===== src/rtl/ssd1306_pkg.sv =====
// Shared constants and types for the SSD1306 SPI receiver: opcodes,
// addressing modes and default geometry.
package ssd1306_pkg;

    localparam int DEF_COLS  = 128;
    localparam int DEF_PAGES = 8;

    localparam logic [7:0] SET_MEM_MODE    = 8'h20;
    localparam logic [7:0] SET_COL_ADDR    = 8'h21;
    localparam logic [7:0] SET_PAGE_ADDR   = 8'h22;
    localparam logic [7:0] DISPLAY_OFF     = 8'hAE;
    localparam logic [7:0] DISPLAY_ON      = 8'hAF;
    localparam logic [7:0] SET_CONTRAST    = 8'h81;
    localparam logic [7:0] CHARGE_PUMP     = 8'h8D;
    localparam logic [7:0] SET_MUX_RATIO   = 8'hA8;
    localparam logic [7:0] SET_DISP_OFFSET = 8'hD3;
    localparam logic [7:0] SET_CLK_DIV     = 8'hD5;
    localparam logic [7:0] SET_PRECHARGE   = 8'hD9;
    localparam logic [7:0] SET_COM_PINS    = 8'hDA;
    localparam logic [7:0] SET_VCOMH       = 8'hDB;

    typedef enum logic [1:0] {
        HORIZ = 2'd0,
        VERT  = 2'd1,
        PAGE  = 2'd2
    } addr_mode_t;

    typedef enum logic [1:0] {
        ST_CMD  = 2'd0,
        ST_ARG1 = 2'd1,
        ST_ARG2 = 2'd2
    } dec_state_t;

    // Commands whose single argument the receiver swallows without effect.
    function automatic logic is_one_arg(input logic [7:0] op);
        logic hit;
        hit = 1'b0;
        case (op)
            SET_CONTRAST, CHARGE_PUMP, SET_MUX_RATIO, SET_DISP_OFFSET,
            SET_CLK_DIV, SET_PRECHARGE, SET_COM_PINS, SET_VCOMH: hit = 1'b1;
            default: hit = 1'b0;
        endcase
        return hit;
    endfunction

endpackage


===== src/rtl/ssd1306_spi_receiver_deser.sv =====
// Oversampling SPI mode-0 deserializer: synchronizes the link, detects sclk
// rising edges and assembles MSB-first bytes tagged with the dc line.
module spi_byte_deserializer #(
    parameter int SYNC_STAGES = 2
) (
    input  logic       clk,
    input  logic       rst_n,
    input  logic       csn,
    input  logic       dc,
    input  logic       sclk,
    input  logic       mosi,
    input  logic       rstn,
    output logic       byte_done,
    output logic [7:0] byte_data,
    output logic       byte_dc,
    output logic       link_rstn
);

    logic [SYNC_STAGES-1:0] csn_s, dc_s, sclk_s, mosi_s, rstn_s;
    logic       sync_csn, sync_dc, sync_sclk, sync_mosi;
    logic       sclk_prev, sclk_rise;
    logic [2:0] bit_cnt;
    logic [6:0] shreg;

    always_ff @(posedge clk or negedge rst_n) begin
        if (!rst_n) begin
            csn_s  <= '1;
            dc_s   <= '0;
            sclk_s <= '0;
            mosi_s <= '0;
            rstn_s <= '0;
        end else begin
            csn_s  <= {csn_s[SYNC_STAGES-2:0], csn};
            dc_s   <= {dc_s[SYNC_STAGES-2:0], dc};
            sclk_s <= {sclk_s[SYNC_STAGES-2:0], sclk};
            mosi_s <= {mosi_s[SYNC_STAGES-2:0], mosi};
            rstn_s <= {rstn_s[SYNC_STAGES-2:0], rstn};
        end
    end

    assign sync_csn  = csn_s[SYNC_STAGES-1];
    assign sync_dc   = dc_s[SYNC_STAGES-1];
    assign sync_sclk = sclk_s[SYNC_STAGES-1];
    assign sync_mosi = mosi_s[SYNC_STAGES-1];
    assign link_rstn = rstn_s[SYNC_STAGES-1];
    assign sclk_rise = sync_sclk & ~sclk_prev;

    // The csn sample of the current cycle qualifies the edge, so a byte whose
    // 8th edge lands before csn rises in the synchronizer still completes.
    always_ff @(posedge clk or negedge rst_n) begin
        if (!rst_n) begin
            sclk_prev <= 1'b0;
            bit_cnt   <= 3'd0;
            shreg     <= 7'd0;
            byte_done <= 1'b0;
            byte_data <= 8'd0;
            byte_dc   <= 1'b0;
        end else begin
            byte_done <= 1'b0;
            sclk_prev <= sync_sclk;
            if (!link_rstn || sync_csn) begin
                bit_cnt <= 3'd0;
            end else if (sclk_rise) begin
                shreg   <= {shreg[5:0], sync_mosi};
                bit_cnt <= bit_cnt + 3'd1;
                if (bit_cnt == 3'd7) begin
                    byte_done <= 1'b1;
                    byte_data <= {shreg, sync_mosi};
                    byte_dc   <= sync_dc;
                end
            end
        end
    end

endmodule


===== src/rtl/ssd1306_spi_receiver.sv =====
// Display-side SSD1306 4-wire SPI receiver: decodes the addressing command
// subset and turns GDDRAM data bytes into framebuffer write strobes.
module ssd1306_spi_receiver
    import ssd1306_pkg::*;
#(
    parameter int COLS        = DEF_COLS,
    parameter int PAGES       = DEF_PAGES,
    parameter int SYNC_STAGES = 2
) (
    input  logic                             clk,
    input  logic                             rst_n,
    input  logic                             oled_csn_in,
    input  logic                             oled_dc_in,
    input  logic                             oled_clk_in,
    input  logic                             oled_mosi_in,
    input  logic                             oled_rstn_in,
    output logic                             fb_we_out,
    output logic [$clog2(COLS*PAGES)-1:0]    fb_addr_out,
    output logic [7:0]                       fb_data_out,
    output logic                             cmd_valid_out,
    output logic [7:0]                       cmd_byte_out,
    output logic                             display_on_out,
    output logic [1:0]                       addr_mode_out,
    output logic                             frame_done_out
);

    localparam int CW = $clog2(COLS);
    localparam int PW = $clog2(PAGES);

    localparam logic [CW-1:0] COL_ONE  = CW'(1);
    localparam logic [CW-1:0] COL_MAX  = CW'(COLS - 1);
    localparam logic [CW-1:0] LO_MASK  = CW'(8'h0F);
    localparam logic [CW-1:0] HI_MASK  = CW'(8'hF0);
    localparam logic [PW-1:0] PAGE_ONE = PW'(1);

    logic       byte_done, byte_dc, link_rstn;
    logic [7:0] byte_data;

    spi_byte_deserializer #(
        .SYNC_STAGES (SYNC_STAGES)
    ) u_deser (
        .clk       (clk),
        .rst_n     (rst_n),
        .csn       (oled_csn_in),
        .dc        (oled_dc_in),
        .sclk      (oled_clk_in),
        .mosi      (oled_mosi_in),
        .rstn      (oled_rstn_in),
        .byte_done (byte_done),
        .byte_data (byte_data),
        .byte_dc   (byte_dc),
        .link_rstn (link_rstn)
    );

    dec_state_t    state;
    logic [7:0]    opcode, arg1;
    logic [CW-1:0] col, col_start, col_end;
    logic [PW-1:0] page, page_start, page_end;
    logic          last_col, last_page;

    assign last_col  = (col == col_end);
    assign last_page = (page == page_end);

    always_ff @(posedge clk or negedge rst_n) begin
        if (!rst_n) begin
            state          <= ST_CMD;
            opcode         <= 8'd0;
            arg1           <= 8'd0;
            col            <= '0;
            col_start      <= '0;
            col_end        <= COL_MAX;
            page           <= '0;
            page_start     <= '0;
            page_end       <= PW'(PAGES - 1);
            fb_we_out      <= 1'b0;
            fb_addr_out    <= '0;
            fb_data_out    <= 8'd0;
            cmd_valid_out  <= 1'b0;
            cmd_byte_out   <= 8'd0;
            display_on_out <= 1'b0;
            addr_mode_out  <= PAGE;
            frame_done_out <= 1'b0;
        end else if (!link_rstn) begin
            // Display reset line held low: everything parks at power-on values.
            state          <= ST_CMD;
            opcode         <= 8'd0;
            arg1           <= 8'd0;
            col            <= '0;
            col_start      <= '0;
            col_end        <= COL_MAX;
            page           <= '0;
            page_start     <= '0;
            page_end       <= PW'(PAGES - 1);
            fb_we_out      <= 1'b0;
            fb_addr_out    <= '0;
            fb_data_out    <= 8'd0;
            cmd_valid_out  <= 1'b0;
            cmd_byte_out   <= 8'd0;
            display_on_out <= 1'b0;
            addr_mode_out  <= PAGE;
            frame_done_out <= 1'b0;
        end else begin
            fb_we_out      <= 1'b0;
            cmd_valid_out  <= 1'b0;
            frame_done_out <= 1'b0;
            if (byte_done && byte_dc) begin
                // Data byte; also abandons any half-received command.
                state          <= ST_CMD;
                fb_we_out      <= 1'b1;
                fb_addr_out    <= {page, col};
                fb_data_out    <= byte_data;
                frame_done_out <= (addr_mode_out == HORIZ || addr_mode_out == VERT)
                                  && last_col && last_page;
                case (addr_mode_out)
                    HORIZ: begin
                        if (last_col) begin
                            col  <= col_start;
                            page <= last_page ? page_start : page + PAGE_ONE;
                        end else begin
                            col <= col + COL_ONE;
                        end
                    end
                    VERT: begin
                        if (last_page) begin
                            page <= page_start;
                            col  <= last_col ? col_start : col + COL_ONE;
                        end else begin
                            page <= page + PAGE_ONE;
                        end
                    end
                    default: col <= (col == COL_MAX) ? col_start : col + COL_ONE;
                endcase
            end else if (byte_done) begin
                cmd_valid_out <= 1'b1;
                cmd_byte_out  <= byte_data;
                case (state)
                    ST_CMD: begin
                        opcode <= byte_data;
                        if (byte_data == SET_MEM_MODE || byte_data == SET_COL_ADDR ||
                            byte_data == SET_PAGE_ADDR || is_one_arg(byte_data)) begin
                            state <= ST_ARG1;
                        end else if (byte_data[7:4] == 4'h0) begin
                            col <= (col & ~LO_MASK) | (CW'(byte_data[3:0]) & LO_MASK);
                        end else if (byte_data[7:4] == 4'h1) begin
                            col <= (col & ~HI_MASK) | (CW'({byte_data[3:0], 4'h0}) & HI_MASK);
                        end else if (byte_data[7:3] == 5'b10110) begin
                            page <= PW'(byte_data[2:0]);
                        end else if (byte_data == DISPLAY_OFF) begin
                            display_on_out <= 1'b0;
                        end else if (byte_data == DISPLAY_ON) begin
                            display_on_out <= 1'b1;
                        end
                    end
                    ST_ARG1: begin
                        arg1 <= byte_data;
                        if (opcode == SET_COL_ADDR || opcode == SET_PAGE_ADDR) begin
                            state <= ST_ARG2;
                        end else begin
                            state <= ST_CMD;
                            if (opcode == SET_MEM_MODE)
                                addr_mode_out <= byte_data[1:0];
                        end
                    end
                    ST_ARG2: begin
                        state <= ST_CMD;
                        if (opcode == SET_COL_ADDR) begin
                            col_start <= CW'(arg1);
                            col_end   <= CW'(byte_data);
                            col       <= CW'(arg1);
                        end else begin
                            page_start <= PW'(arg1);
                            page_end   <= PW'(byte_data);
                            page       <= PW'(arg1);
                        end
                    end
                    default: state <= ST_CMD;
                endcase
            end
        end
    end

endmodule


===== config.mk =====
export PLATFORM = sky130hd
export DESIGN_NAME = ssd1306_spi_receiver
export DESIGN_NICKNAME = d
export VERILOG_FILES = /design/src/rtl/ssd1306_pkg.sv /design/src/rtl/ssd1306_spi_receiver_deser.sv /design/src/rtl/ssd1306_spi_receiver.sv
export SDC_FILE = /design/constraint.sdc
export NUM_CORES = 1
export LEC_CHECK = 0
export ABC_AREA = 1
export CAP_MARGIN = 25
export CORE_ASPECT_RATIO = 0.7
export CORE_MARGIN = 4
export CORE_UTILIZATION = 55
export CTS_BUF_LIST = sky130_fd_sc_hd__clkbuf_4
export DETAILED_ROUTE_END_ITERATION = 8
export PLACE_DENSITY = 0.76
export SLEW_MARGIN = 20
export SYNTH_ARGS = -nofsm -noshare
export SYNTH_HDL_FRONTEND = slang
export SYNTH_SLANG_ARGS = --single-unit

===== constraint.sdc =====
create_clock -name clk -period 4.1 [get_ports clk]
set_input_delay 0.41 -clock clk [delete_from_list [all_inputs] [get_ports clk]]
set_output_delay 0.41 -clock clk [all_outputs]
set_load 0.02 [all_outputs]

==> out/metrics.cfg, run 1 <==
[synth]
netlist.top_cell.by_area=dfrtp_1
synth_edf_count=0
synthCells=589
synth_top_area_share_pct=47.4
synth_area_leaders=dfrtp_1, nand2_1, dfstp_2
synth_ff_type=dfrtp_1
synth-seq-area-share_pct=54.1
syn-mean-instance-area_um2=8.69
syn-num-nets=600
synth_area_mm2=0.00512
yosysMostFrequentCell=nand2_1
yosysWarningCount=0
ys_ff_latch=110
async_flop_share_pct=100
synth_common_cells=nand2_1, dfrtp_1, inv_1
synth.distinct_cells=43

[setup_path]
crit_fanout=22
slowest_delay_ns=0.60
cp.arrival_ns=2.76
crit_family=simple AND/OR/NAND/NOR gates
start_kind=register
setup.worst_path.end_class=register
cp.required_ns=4.53
crit_buf_inv=3
path_depth=8
cp_cell_sequence=inv_4 > nor2_4 > inv_2 > nand2_2 > a21oi_2 > nand2_1 > inv_2 > a22oi_1
critPathMostFrequentCell=inv_2
critical_path_class=register to register
cpMaxStageDelayCell=dfrtp_1
reg2regPathDepth=8

[sta]
report.final.hold_viol_count=0
fin_crit_sh_pct=56.9
min_period_ns=2.33
worst_slack_ns=1.77
fin_worst_skew_ns=0.0244
drv_slew=0
fmax_mhz=428
setup_viol=0
slew_headroom_pct=44.9
rsz0062_at_grt=no
tightestPinTransition_ns=0.826
fin_setup_tns_ns=0

[placed_design]
gp_congestion=1.02
dpl-instance-area_mm2=0.00559
io_buffers=38
dp_hpwl_um=8980
pre_cts_ws_ns=1.78

[drt]
dr.pass1.iters=5
viasPerCell=5.52
drtAntennaViolNets=0
wirelength_um=12200
drc=0
post_drt_wl_per_cell_um=16.2
vias=4181
drt_iter0_drc=349

[clocking]
cts_tree=yes
clock_sinks=110
cts.repair.resized=0
htree_levels=3
clockRootBuffer=clkbuf_4
cts_hold_buffers=0
cts.clk_slew.worst_paths_ns=0.18
post_cts_buffers=0
clockBufferDepth=2
cts_made_buffers=9
clk-insertion-delay-late_ns=0.49

[pwr]
p_total_mw=1.92
power_density_mw_per_mm2=334
leakage_nw=2.76
max-vdd-ir-drop_v=0.000252

[floorplan]
die_area_mm2=0.0109
start_util_pct=56.5
fp.dieW_um=123
core-area_mm2=0.00907
io_pins=39
row_count=29
die_h_um=88.7

[final_layout]
area_delta_synth_final_pct=12.3
antenna_cells=0
layout.nets=639
final_area_mm2=0.00575
finish.utilization_pct=63.4
final.fill_count=787
final_layout_size_suffix_gt1_share_pct=12.2

[grt]
grt_max_degree=77
grt_util_all_layers_pct=24.6
overflow=0
grt_pass1_vias=4037
antenna_found_initial=0
grt_pass1_wl_um=20600

[worst_hold_path]
hp-class=input port to register
min_path_cells=1

[status]
run_status=complete, no violations

[job]
drv_cap=0

## state kept, by name, summed over array words and instances, names as in the netlist, 3 cells and up
signal / cells
fb_addr_out: 10
cmd_byte_out: 8
fb_data_out: 8
opcode: 8
u_deser.byte_data: 8
arg1: 7
col: 7
col_end: 7
col_start: 7
u_deser.shreg: 7
page: 3
page_end: 3
page_start: 3
u_deser.bit_cnt: 3
## layout by cell type, fill, tap and decap left out, types with 2 or more instances in the layout
cell type	count
nor3_2	2
nor3b_1	2
o21ai_1	2
mux2_2	6
nor2_4	3
inv_6	3
dfstp_2	13
ha_1	4
a22oi_1	7
nand2_2	9
xnor2_1	4
nor2_1	42
clkdlybuf4s50_1	37
a21oi_1	22
nor2_2	4
clkbuf_4	9
nand2_1	150
buf_4	2
dfrtp_1	97
inv_2	11
a22o_1	2
o31ai_1	3
o22ai_1	18
nand3b_1	2
inv_1	59
xor2_1	2
o21ai_0	51
nand3_1	40
nor3_1	3
nand4_1	4
a21oi_2	3
## where the power goes
group	switching, mW	internal (mW)	leakage, nW
registers	0.0501	1.13	1.45
clock network	0.383	0.139	0.0720
logic	0.137	0.0782	1.24
## cell families after synthesis
family                     synth area share (%)
DFF                                        54.1
AOI/OAI and AO/OA                          12.7
adders and majority gates                 0.977
muxes                                      1.32
and+or+nand+nor                            23.3
buffers and inverters                      6.69
xor gates and xnor gates                   1.03
## per-layer routing
metal	up-vias	track usage, %	share of wire, %
li1	2013	-	-
met1	1982	35.4	48
met2	167	34.9	41
met3	19	9.39	9.2
met4	0	7.14	1.4
met5	-	0	0
## final cells by class
class                      count  area [um2]  share of cell area, %
inverter                      71         269                   4.68
sequential                   110        2770                   48.1
timing repair buffer          41         415                   7.22
multi-input combinational    395        2010                   34.9
clock inverter                 7        66.3                   1.15
clock buffer                   9        67.6                   1.17
tap                          124         155                   2.70
## per-stage QoR
step / hold WS, ns / cells
2_1_floorplan: 0.114 / 589
3_3_place_gp: 0.334 / 739
3_5_place_dp: 0.336 / 739
4_1_cts: 0.0483 / 755
5_1_grt: 0.268 / 757
6_report: 0.289 / 757
## path summary, 6_finish.rpt
kind / endpoint / slack [ns] / start
worst min-delay path: u_deser.csn_s[0]$_DFF_PN1_ / 0.29 / oled_csn_in
worst max-delay path: col_end[6]$_DFFE_PN1P_ / 1.77 / u_deser.rstn_s[1]$_DFF_PN0_
worst max register to register: col_end[6]$_DFFE_PN1P_ / 1.77 / u_deser.rstn_s[1]$_DFF_PN0_
max in group asynchronous: u_deser.csn_s[1]$_DFF_PN1_ / 2.60 / rst_n
min in group asynchronous: fb_addr_out[5]$_DFFE_PN0N_ / 0.42 / rst_n
worst min register to register: u_deser.csn_s[1]$_DFF_PN1_ / 0.37 / u_deser.csn_s[0]$_DFF_PN1_
Note: power is estimated with default switching activity, not from simulation.
==> run 2: changes to the inputs <==
clock period = 2.4 ns   (was 4.1 ns; I/O delays follow)
==> run 2 against run 1 <==
  * Clock skew shrank 0.013 ns
  * Clock power grew 93%
  * Sequential share of layout area shrank 0.44 points
  * First-iteration DRC count grew 5.2%
  * Sequential power grew 72%
  * Combinational power grew 76%
==> out/metrics.cfg, run 2 (synthesis results as in run 1) <==
[setup_path]
setup.worst_path.end_class=register
reg2reg_slack_ns=0.21  ; -1.56 ns
start_kind=register
cp_cell_sequence=inv_4 > nor2_4 > inv_2 > buf_4 > nor2_1 > nand2_1 > nand2_2 > nor2_8 > nand2_2 > nor2_1 > a21oi_1
crit_fanout=21  ; -4.5%
cp.arrival_ns=2.60  ; -0.16 ns
cpMaxStageDelayCell=dfrtp_1
crit_family=simple AND/OR/NAND/NOR gates
critical_path_class=register to register
crit_buf_inv=3  ; unchanged
cp.required_ns=2.81  ; -1.72 ns
slowest_delay_ns=0.62  ; +0.02 ns

[clocking]
clk-insertion-delay-late_ns=0.48  ; about the same
clockRootBuffer=clkbuf_4
cts_made_buffers=9  ; unchanged
htree_levels=3  ; unchanged
clockBufferDepth=2  ; unchanged
cts_tree=yes
clock_sinks=110  ; unchanged
cts.clk_slew.worst_paths_ns=0.18  ; about the same
cts.repair.resized=0  ; unchanged

[sta]
tightestPinTransition_ns=0.617  ; -0.209 ns
fin_worst_skew_ns=0.0117  ; -0.0127 ns
report.final.hold_viol_count=0  ; unchanged
min_period_ns=2.19  ; -0.144 ns
setup_viol=0  ; unchanged
drv_slew=0  ; unchanged
hold_slack_ns=0.133  ; -0.156 ns
fin_setup_tns_ns=0  ; unchanged
rsz0062_at_grt=no
fmax_mhz=456  ; +6.6%
fin_crit_sh_pct=91.3  ; +34 points
slew_headroom_pct=58.7  ; +14 points

[pwr]
leakage_nw=2.79  ; +1.1%
power_frac_clock_pct=29.6  ; +2.4 points
max-vdd-ir-drop_v=0.000399  ; +59%
cell_internal_pwr_mw=2.42  ; +79%
p_total_mw=3.42  ; +78%
swShare_pct=29.1  ; -0.58 points
seq_power_share_pct=59.4  ; -2.2 points
power_density_mw_per_mm2=588  ; +76%
p_sw_uw=994  ; +74%
p_comb_share_pct=11.1  ; about the same

[final_layout]
fin_cells=761  ; +0.53%
antenna_cells=0  ; unchanged
area_delta_synth_final_pct=13.3
largest_reg_flops=10  ; unchanged
final_common_cell=nand2_1
largest_register=fb_addr_out
layout.nets=643  ; +0.63%
final.fill_count=778  ; -1.1%
final_cell_mix=nand2_1, dfrtp_1, inv_1
final_layout_size_suffix_gt1_share_pct=12.7  ; +0.55 points

[drt]
dr.pass1.iters=5  ; unchanged
drtAntennaViolNets=0  ; unchanged
post_drt_wl_per_cell_um=16.4  ; +1.1%
viasPerCell=5.57  ; +0.85%
wirelength_um=12500  ; +1.7%
vias=4239  ; +1.4%
drt_iter0_drc=367  ; +5.2%
drc=0  ; unchanged

[status]
run_status=complete, no violations

[floorplan]
die_area_mm2=0.0109  ; unchanged
die_h_um=88.7  ; unchanged
row_count=29  ; unchanged
fp.dieW_um=123  ; unchanged
start_util_pct=56.5  ; unchanged
core-area_mm2=0.00907  ; unchanged
io_pins=39  ; unchanged

[placed_design]
placed_cells=744  ; +0.68%
gp_congestion=0.960  ; -5.6%
io_buffers=38  ; unchanged
dp_hpwl_um=9220  ; +2.6%

[grt]
grt_max_degree=65  ; -16%
antenna_found_initial=0  ; unchanged
grt_pass1_wl_um=20600  ; about the same
grt_pass1_vias=4143  ; +2.6%
overflow=0  ; unchanged
grt_util_all_layers_pct=24.8  ; +0.22 points

[worst_hold_path]
hp-class=input port to register

[job]
drv_cap=0  ; unchanged

-- run 2: cell count changes in the layout (fill, tap and decap cells not counted) --
cell and delta:
clkinv_8 -1, buf_4 +4, bufinv_16 +1, clkinv_4 +1
inv_6 -2, clkinv_2 -1, inv_8 +2
-- run 2: routing by layer --
layer,vias up,wire [um],share of wire (%),global-route usage [%]
met3,22,1050,8.4,5.69
met4,0,218,1.8,8.34
li1,2018,-,-,-
met2,177,5380,43,36.7
met1,2022,5810,47,36.5
met5,-,0,0,0
-- run 2: layout make-up --
cell class	instances	area [um2]	area share, %
flip-flops and latches	110	2770	47.7
multi-input cells	395	2010	34.6
inverters	71	269	4.63
clock buffers	9	67.6	1.16
clock inverters	7	88.8	1.53
repair buffers	45	445	7.67
well taps	124	155	2.67
-- run 2: worst paths after layout --
path | startpoint | end | depth (start not counted)
setup / recovery | u_deser.rstn_s[1]$_DFF_PN0_ | col[2]$_DFFE_PN0P_ | 11
hold / removal | oled_csn_in | u_deser.csn_s[0]$_DFF_PN1_ | 1
setup reg to reg | u_deser.rstn_s[1]$_DFF_PN0_ | col[2]$_DFFE_PN0P_ | 11
hold reg to reg | u_deser.mosi_s[0]$_DFF_PN0_ | u_deser.mosi_s[1]$_DFF_PN0_ | 0
max in group asynchronous | rst_n | col_end[5]$_DFFE_PN1P_ | 3
min in group asynchronous | rst_n | cmd_byte_out[1]$_DFFE_PN0P_ | 2
-- run 2: timing repair --
item / in CTS / in global routing
buffers inserted: 0 / 0
endpoints found under the hold margin: 81 / 0
hold buffers: 1 / 0
-- run 2: power by group through the flow --
stage | Combinational [mW] | Sequential (mW) | Clock [mW]
2_1_floorplan | 0.269 | 2.02 | 0
3_5_place_dp | 0.377 | 2.06 | 0
3_3_place_gp | 0.362 | 2.05 | 0
5_1_grt | 0.431 | 2.04 | 1.11
6_report | 0.378 | 2.03 | 1.01
4_1_cts | 0.379 | 2.03 | 1.02
-- run 2: worst reg2reg max path, stage by stage, from the launching register on --
cell,delay [ns]
dfrtp_1,0.62
inv_4,0.18
nor2_4,0.35
inv_2,0.07
buf_4,0.22
nor2_1,0.11
nand2_1,0.07
nand2_2,0.13
nor2_8,0.07
nand2_2,0.09
nor2_1,0.06
a21oi_1,0.15
-- run 2: per-stage QoR --
stage / cell area [um2] / worst slack (ns) / util (%)
after floorplan: 5120 / 0.865 / -
after global placement: 5640 / 0.404 / 62.2
after detailed placement: 5640 / 0.240 / 62.2
after CTS: 5800 / 0.224 / 64.0
after global routing: 5800 / 0.0698 / 64.0
final: 5800 / 0.209 / 64.0
==> run 3: changes to the inputs <==
CORE_ASPECT_RATIO = default   (was 0.7)
==> run 3 against run 2 <==
  * Critical path depth is 3 lower
  * Worst hold slack improved by 0.020 ns
  * Global-route usage is 1.5 points lower
  * Non-clock buffer count is 2 higher
  * Sequential power about the same
  * Wire length decreased by 2.5%
==> out/metrics.cfg, run 3 (synthesis results as in run 1) <==
[sta]
drv_slew=0  ; unchanged
fin_crit_sh_pct=86.2  ; -5.1 points
slew_headroom_pct=64.3  ; +5.7 points
rsz0062_at_grt=no
setup_viol=0  ; unchanged
report.final.hold_viol_count=0  ; unchanged
fin_setup_tns_ns=0  ; unchanged
hold_slack_ns=0.154  ; +0.0202 ns
tightestPinTransition_ns=0.535  ; -0.0820 ns
fmax_mhz=484  ; +5.9%
min_period_ns=2.07  ; -0.123 ns
fin_worst_skew_ns=0.0344  ; +0.0226 ns

[setup_path]
start_kind=register
slowest_delay_ns=0.59  ; -0.03 ns
cp.required_ns=2.77  ; -0.04 ns
reg2reg_slack_ns=0.33  ; +0.12 ns
critical_path_class=register to register
cp_cell_sequence=inv_4 > nor2_4 > inv_2 > nand2_2 > a21oi_2 > nand2_1 > inv_2 > a22oi_1
cp.arrival_ns=2.44  ; -0.16 ns
crit_fanout=16  ; -24%
critPathMostFrequentCell=inv_2
setup.worst_path.end_class=register
cpMaxStageDelayCell=dfrtp_1

[clocking]
cts.clk_slew.worst_paths_ns=0.19  ; about the same
cts_tree=yes
post_cts_buffers=0  ; unchanged
cts_made_buffers=9  ; unchanged
clock_sinks=110  ; unchanged
clk-insertion-delay-late_ns=0.47  ; about the same
clockRootBuffer=clkbuf_4
htree_levels=3  ; unchanged
cts.repair.resized=0  ; unchanged
clockBufferDepth=2  ; unchanged

[floorplan]
die_h_um=104  ; +18%
row_count=34  ; +17%
core-area_mm2=0.00889  ; -2.0%
fp.dieW_um=104  ; -15%
io_pins=39  ; unchanged
start_util_pct=57.6  ; +1.1 points
die_area_mm2=0.0109  ; -0.23%

[grt]
antenna_found_initial=0  ; unchanged
use_met3_pct=5.34  ; -0.35 points
grt_pass1_vias=4112  ; -0.75%
use_met1_pct=30.1  ; -6.4 points
grt_pass1_wl_um=20300  ; -1.4%
top_usage_layer=met2
grt_util_all_layers_pct=23.3  ; -1.5 points
grtUsageMet2_pct=38.9  ; +2.2 points
grt_max_degree=54  ; -17%
overflow=0  ; unchanged

[placed_design]
io_buffers=38  ; unchanged
gp_congestion=0.943  ; -1.8%
dp_hpwl_um=9080  ; -1.5%
placed_cells=730  ; -1.9%

[drt]
drt_iter0_drc=240  ; -35%
drc=0  ; unchanged
post_drt_wl_per_cell_um=16.3  ; -0.69%
wirelength_um=12100  ; -2.5%
drtAntennaViolNets=0  ; unchanged
vias=4227  ; -0.28%
viasPerCell=5.66  ; +1.6%
dr.pass1.iters=5  ; unchanged

[final_layout]
area_delta_synth_final_pct=13.1
final_layout_size_suffix_gt1_share_pct=13.0  ; +0.27 points
layout.nets=645  ; +0.31%
fin_cells=747  ; -1.8%
antenna_cells=0  ; unchanged
final_cell_mix=nand2_1, dfrtp_1, inv_1
largest_reg_flops=10  ; unchanged
final_common_cell=nand2_1
largest_register=fb_addr_out
final.fill_count=750  ; -3.6%

[pwr]
power_density_mw_per_mm2=575  ; -2.2%
leakage_nw=2.80  ; +0.23%
max-vdd-ir-drop_v=0.000500  ; +25%

[status]
run_status=complete, no violations

[worst_hold_path]
hp-class=input port to register

[job]
drv_cap=0  ; unchanged

run 3: worst paths after layout:
kind,from,end,cells after the start
setup / recovery,u_deser.rstn_s[1]$_DFF_PN0_,col_end[1]$_DFFE_PN1P_,8
hold / removal,oled_csn_in,u_deser.csn_s[0]$_DFF_PN1_,1
setup reg to reg,u_deser.rstn_s[1]$_DFF_PN0_,col_end[1]$_DFFE_PN1P_,8
hold reg to reg,u_deser.csn_s[0]$_DFF_PN1_,u_deser.csn_s[1]$_DFF_PN1_,0
max in group asynchronous,rst_n,col_end[5]$_DFFE_PN1P_,3
min in group asynchronous,rst_n,page_start[0]$_DFFE_PN0P_,2
run 3: per-stage QoR:
stage | util (%) | power (mW) | instance area [um2] | worst slack [ns]
2_1_floorplan | - | 2.29 | 5120 | 0.865
3_3_place_gp | 63.4 | 2.41 | 5630 | 0.543
3_5_place_dp | 63.4 | 2.43 | 5630 | 0.425
4_1_cts | 65.2 | 3.36 | 5790 | 0.347
5_1_grt | 65.2 | 3.50 | 5790 | 0.118
6_report | 65.2 | 3.33 | 5790 | 0.332
run 3: what timing repair did:
item,in CTS,in global routing
hold buffers,1,0
setup endpoints to repair,0,0
hold endpoints to repair,32,0
run 3: layout make-up:
cell class | count | area, um2 | area share (%)
multi-input cells | 395 | 2010 | 34.7
clock inverters | 7 | 82.6 | 1.43
clock buffers | 9 | 67.6 | 1.17
inverters | 71 | 269 | 4.64
well taps | 108 | 135 | 2.33
repair buffers | 47 | 460 | 7.95
flip-flops and latches | 110 | 2770 | 47.8
run 3: report_power, final:
part | switching, mW | total [mW] | internal (mW)
Sequential | 0.0840 | 2.02 | 1.94
Combinational | 0.241 | 0.379 | 0.138
Clock | 0.676 | 0.932 | 0.256
run 3: worst max-delay path, delay by kind of cell, from the launching register on:
kind | cells | cell delay, ns
flops | 1 | 0.59
compound gates | 2 | 0.25
buf+inv | 3 | 0.45
simple gates | 3 | 0.69
run 3: per-layer routing:
layer | share of wire (%) | wire length [um]
met5 | 0 | 0
met4 | 2.5 | 302
met3 | 6.1 | 741
met2 | 49 | 5990
met1 | 42 | 5100
==> RTL change 1: new RTL, config.mk and constraints of run 3 <==
Re-encode `dec_state_t` (3 states) as one-hot, 3 bits wide.
--- a/src/rtl/ssd1306_pkg.sv
+++ b/src/rtl/ssd1306_pkg.sv
@@ -25,10 +25,10 @@
         PAGE  = 2'd2
     } addr_mode_t;
 
-    typedef enum logic [1:0] {
-        ST_CMD  = 2'd0,
-        ST_ARG1 = 2'd1,
-        ST_ARG2 = 2'd2
+    typedef enum logic [2:0] {
+        ST_CMD  = 3'b001,
+        ST_ARG1 = 3'b010,
+        ST_ARG2 = 3'b100
     } dec_state_t;
 
     // Commands whose single argument the receiver swallows without effect.
Check against the original RTL: no difference found for any inputs over 10 cycles, from zero or initial values and one cycle with rst_n low; not proved beyond that.
==> RTL change 1 against run 3 <==
  * Wire length grew 1.4%
  * Global-route usage grew 0.49 points
  * Synthesized cell count up 1.9%
  * Combinational power down 16%
  * Setup slack gained 0.11 ns
  * Die area grew 0.27%
  * Synthesized area is 0.29% higher
  * Sequential cell count is 1 higher
  * Power decreased by 1.4%
  * Final area rose by 0.35%
==> RTL change 1: results (changes against run 3) <==
stage;metric;value;unit;change
run_status;status;finished, final reports clean;;
routing;via_per_inst;5.52;;-2.5%
setup_path;cp_max_fo;6;;-10
routing;vias;4184;;-1.0%
setup_path;reg2reg_slack;0.52;ns;+0.19 ns
place;placed_cell_area;5660;um2;+0.42%
power;cellLeakagePower;0.00278;uW;-0.80%
synthesis;ys_types;42;;-2.3%
power;seqPwrFrac;61.2;%;+0.5 points
global_route;use_met2;39.6;%;+0.74 points
global_route;gr-usage-met1;31.4;%;+1.2 points
place;place_inst;741;;+1.5%
synthesis;postSynthAreaPerCell;8.56;um2;-1.5%
routing;dr_wl_met3;688;um;-7.2%
routing;wl_met1;5260;um;+3.0%
global_route;met3_usage;4.56;%;-0.78 points
power;p_clk_share;29.1;%;+1.1 points
setup_path;startpoint;addr_mode_out[1];;
place;dpl.hpwl;9150;um;+0.70%
setup_path;cp-endpoint;addr_mode_out[1];;
setup_path;cpMaxStageDelayCell;dfstp_2;;
setup_path;timing.rr.end;display_on_out;;
routing;wire_per_inst;16.2;um;-0.10%
global_route;grt_pass1_wl;20900;um;+3.0%
final_layout;final_net_count;656;;+1.7%
setup_path;path_delay_family;flip-flops;;
timing;min_period_over_period;81.8;%;-4.4 points
global_route;grt_max_degree;49;;-9.3%
synthesis;ys_top_cells_by_area;dfrtp_1 (47%), nand2_1 (14%), dfstp_2 (7.2%), o21ai_0 (6.0%), inv_1 (4.1%);;
place;dp_slack;0.585;ns;+0.160 ns
clocking;clk_pin_slew;0.16;ns;-0.03 ns
routing;firstDrtPassIters;6;;+1
routing;drt_iter0_drc;267;;+11%
power;ir_drop;0.331;mV;-34%
setup_path;slowest_delay;0.64;ns;+0.05 ns
-- RTL change 1: cell count changes in the layout (fill, tap and decap cells not counted), sizes merged, moves of 2 or more --
cell   delta
nand2    +35
o31ai     -2
inv       -7
o22ai    -13
nand4     +2
a21oi    -16
a22oi     -3
buf       -2
o21ai    +12
-- RTL change 1: cell families (layout without fill, tap and decap cells) --
group,Yosys count,in the layout,synth area share [%]
AND/OR/NAND/NOR,302,302,26.0
adder cells (fa/ha/maj),4,4,0.974
XOR/XNOR,7,7,1.19
flip-flops,111,111,54.4
multiplexers,6,6,1.32
AO/OA/AOI/OAI,93,93,10.3
buffers and inverters,77,127,5.80
-- RTL change 1: cell type report --
class / count / area, um2
Fill cell: 770 / 3080
Clock buffer: 9 / 67.6
Multi-Input combinational cell: 412 / 2040
Sequential cell: 111 / 2800
Tap cell: 108 / 135
Clock inverter: 7 / 78.8
Inverter: 66 / 248
Timing Repair Buffer: 45 / 445
==> RTL change 2: new RTL, flow settings as in run 3 <==
Made on the original files. `SYNC_STAGES` is set to 2 in 2 places; all go to 4.
--- a/src/rtl/ssd1306_spi_receiver_deser.sv
+++ b/src/rtl/ssd1306_spi_receiver_deser.sv
@@ -1,7 +1,7 @@
 // Oversampling SPI mode-0 deserializer: synchronizes the link, detects sclk
 // rising edges and assembles MSB-first bytes tagged with the dc line.
 module spi_byte_deserializer #(
-    parameter int SYNC_STAGES = 2
+    parameter int SYNC_STAGES = 4
 ) (
     input  logic       clk,
     input  logic       rst_n,
--- a/src/rtl/ssd1306_spi_receiver.sv
+++ b/src/rtl/ssd1306_spi_receiver.sv
@@ -5,7 +5,7 @@
 #(
     parameter int COLS        = DEF_COLS,
     parameter int PAGES       = DEF_PAGES,
-    parameter int SYNC_STAGES = 2
+    parameter int SYNC_STAGES = 4
 ) (
     input  logic                             clk,
     input  logic                             rst_n,
Function: same outputs for any inputs over 10 cycles, from zero or initial values and one cycle with rst_n low; that may be too few to reach the edited logic, so the function may still have changed.
==> RTL change 2 against run 3 <==
  * Sequential share of layout area up 0.75 points
  * Non-clock buffer count decreased by 1
  * Synthesized area up 5.4%
  * Critical path type is now flop to output port
  * Sequential cell count grew 10
  * Largest power group unchanged
  * Setup slack improved by 0.093 ns
  * Fmax up 4.7%
  * Final area is 7.5% higher
  * Final cell count is 7.9% higher
  * Power is 16% higher
  * Wire length up 2.6%
  * Highest routed layer unchanged
==> RTL change 2: results (changes against run 3) <==
stage;metric;value;unit;change
routing;wire_per_inst;15.5;um;-4.9%
global_route;grt_pass1_vias;4265;;+3.7%
place;gp_congestion;0.925;;-1.9%
clocking;cts.htree.levels;4;;+1
synthesis;ys_types;41;;-4.7%
setup_path;cp_max_fo;6;;-10
final_layout;drive_above_1_share;14.9;%;+1.9 points
final_layout;multi_input_area;2060;um2;+2.7%
power;cellLeakagePower;0.00295;uW;+5.2%
synthesis;ys_top_cells_by_area;dfrtp_1 (49%), nand2_1 (13%), dfstp_2 (7.3%), o21ai_0 (6.5%), nand3_1 (4.3%);;
global_route;met3_usage;4.52;%;-0.82 points
clocking;cts_buffers;17;;+8
routing;drt_iter0_drc;275;;+15%
place;placed_cell_area;5920;um2;+5.1%
synthesis;netlist_top_cells_count;nand2_1 (188), dfrtp_1 (105), o21ai_0 (70);;
setup_path;slowest_delay;0.62;ns;+0.03 ns
power;ir_drop;0.473;mV;-5.4%
run_status;status;finished, final reports clean;;
timing;tightest_slew;0.698;ns;+0.163 ns
synthesis;synthFlopType;dfrtp_1;;
timing;skew;0.0257;ns;-0.00863 ns
setup_path;path_delay_family;flip-flops;;
synthesis;synth_nets;625;;+4.2%
setup_path;r2r_cells;10;;+2
routing;wl_met2;6240;um;+4.2%
setup_path;reg2reg_from;col[1];;
global_route;use_met2;39.6;%;+0.71 points
setup_path;reg2reg_slack;0.55;ns;+0.22 ns
place;dpl.hpwl;9240;um;+1.7%
global_route;grt_pass1_wl;21300;um;+4.8%
global_route;grt_usage;24.0;%;+0.69 points
setup_path;timing.rr.end;col[3];;
routing;dr_wl_met3;526;um;-29%
global_route;grt_max_degree;51;;-5.6%
routing;via_per_inst;5.39;;-4.8%
clocking;clk_latency;0.51;ns;+0.04 ns
routing;wl_met1;5470;um;+7.1%
synthesis;ys_seq_area_share;56.0;%;+1.9 points
global_route;gr-usage-met1;31.8;%;+1.7 points
setup_path;arrival;1.74;ns;-0.70 ns
final_layout;n_fill_cell;797;;+6.3%
clocking;clk_pin_slew;0.12;ns;-0.07 ns
RTL change 2: kinds of logic (layout without fill, tap and decap cells):
group / count (synthesis) / in the layout / share of synthesized area [%]
adder cells (fa/ha/maj): 4 / 4 / 0.927
AND/OR/NAND/NOR: 304 / 304 / 24.6
multiplexers: 5 / 5 / 1.04
flip-flops: 120 / 120 / 56.0
XOR/XNOR: 7 / 7 / 1.14
buffers and inverters: 76 / 139 / 5.82
AO/OA/AOI/OAI: 98 / 98 / 10.5
RTL change 2: how the worst max path moves through the flow:
stage / startpoint / endpoint / cells past startpoint
2_1_floorplan: col[0] / col[2] / 10
3_3_place_gp: opcode[4] / col_start[1] / 8
3_5_place_dp: col[1] / col[0] / 10
4_1_cts: addr_mode_out[1] / addr_mode_out[1] / 1
5_1_grt: addr_mode_out[1] / addr_mode_out[1] / 1
6_report: addr_mode_out[1] / addr_mode_out[1] / 1
RTL change 2: stage by stage:
stage	setup slack (ns)	power (uW)	hold slack [ns]	cells
after global placement	0.579	2430	0.286	773
after CTS	0.375	3920	0.0825	806
after detailed placement	0.592	2440	0.297	773
final	0.425	3880	0.128	806
after floorplan	0.913	2340	-0.0556	614
after global routing	0.330	4070	0.0738	806
RTL change 2: cell type report:
type | instances | area share [%]
clock buffers | 18 | 2.17
clock inverters | 14 | 2.59
inverters | 61 | 3.68
multi-input cells | 418 | 33.1
flip-flops and latches | 120 | 48.5
well taps | 129 | 2.59
repair buffers | 46 | 7.28
RTL change 2: power by group:
group          switching (uW)  internal [uW]  total (uW)
Clock                     825            657        1480
Combinational             157           84.2         241
Sequential               44.1           2110        2160
Total                    1030           2850        3880
RTL change 2: what timing repair did:
action | CTS | global route
resized for setup | 0 | 0
endpoints found under the hold margin | 44 | 0
hold buffers | 1 | 0
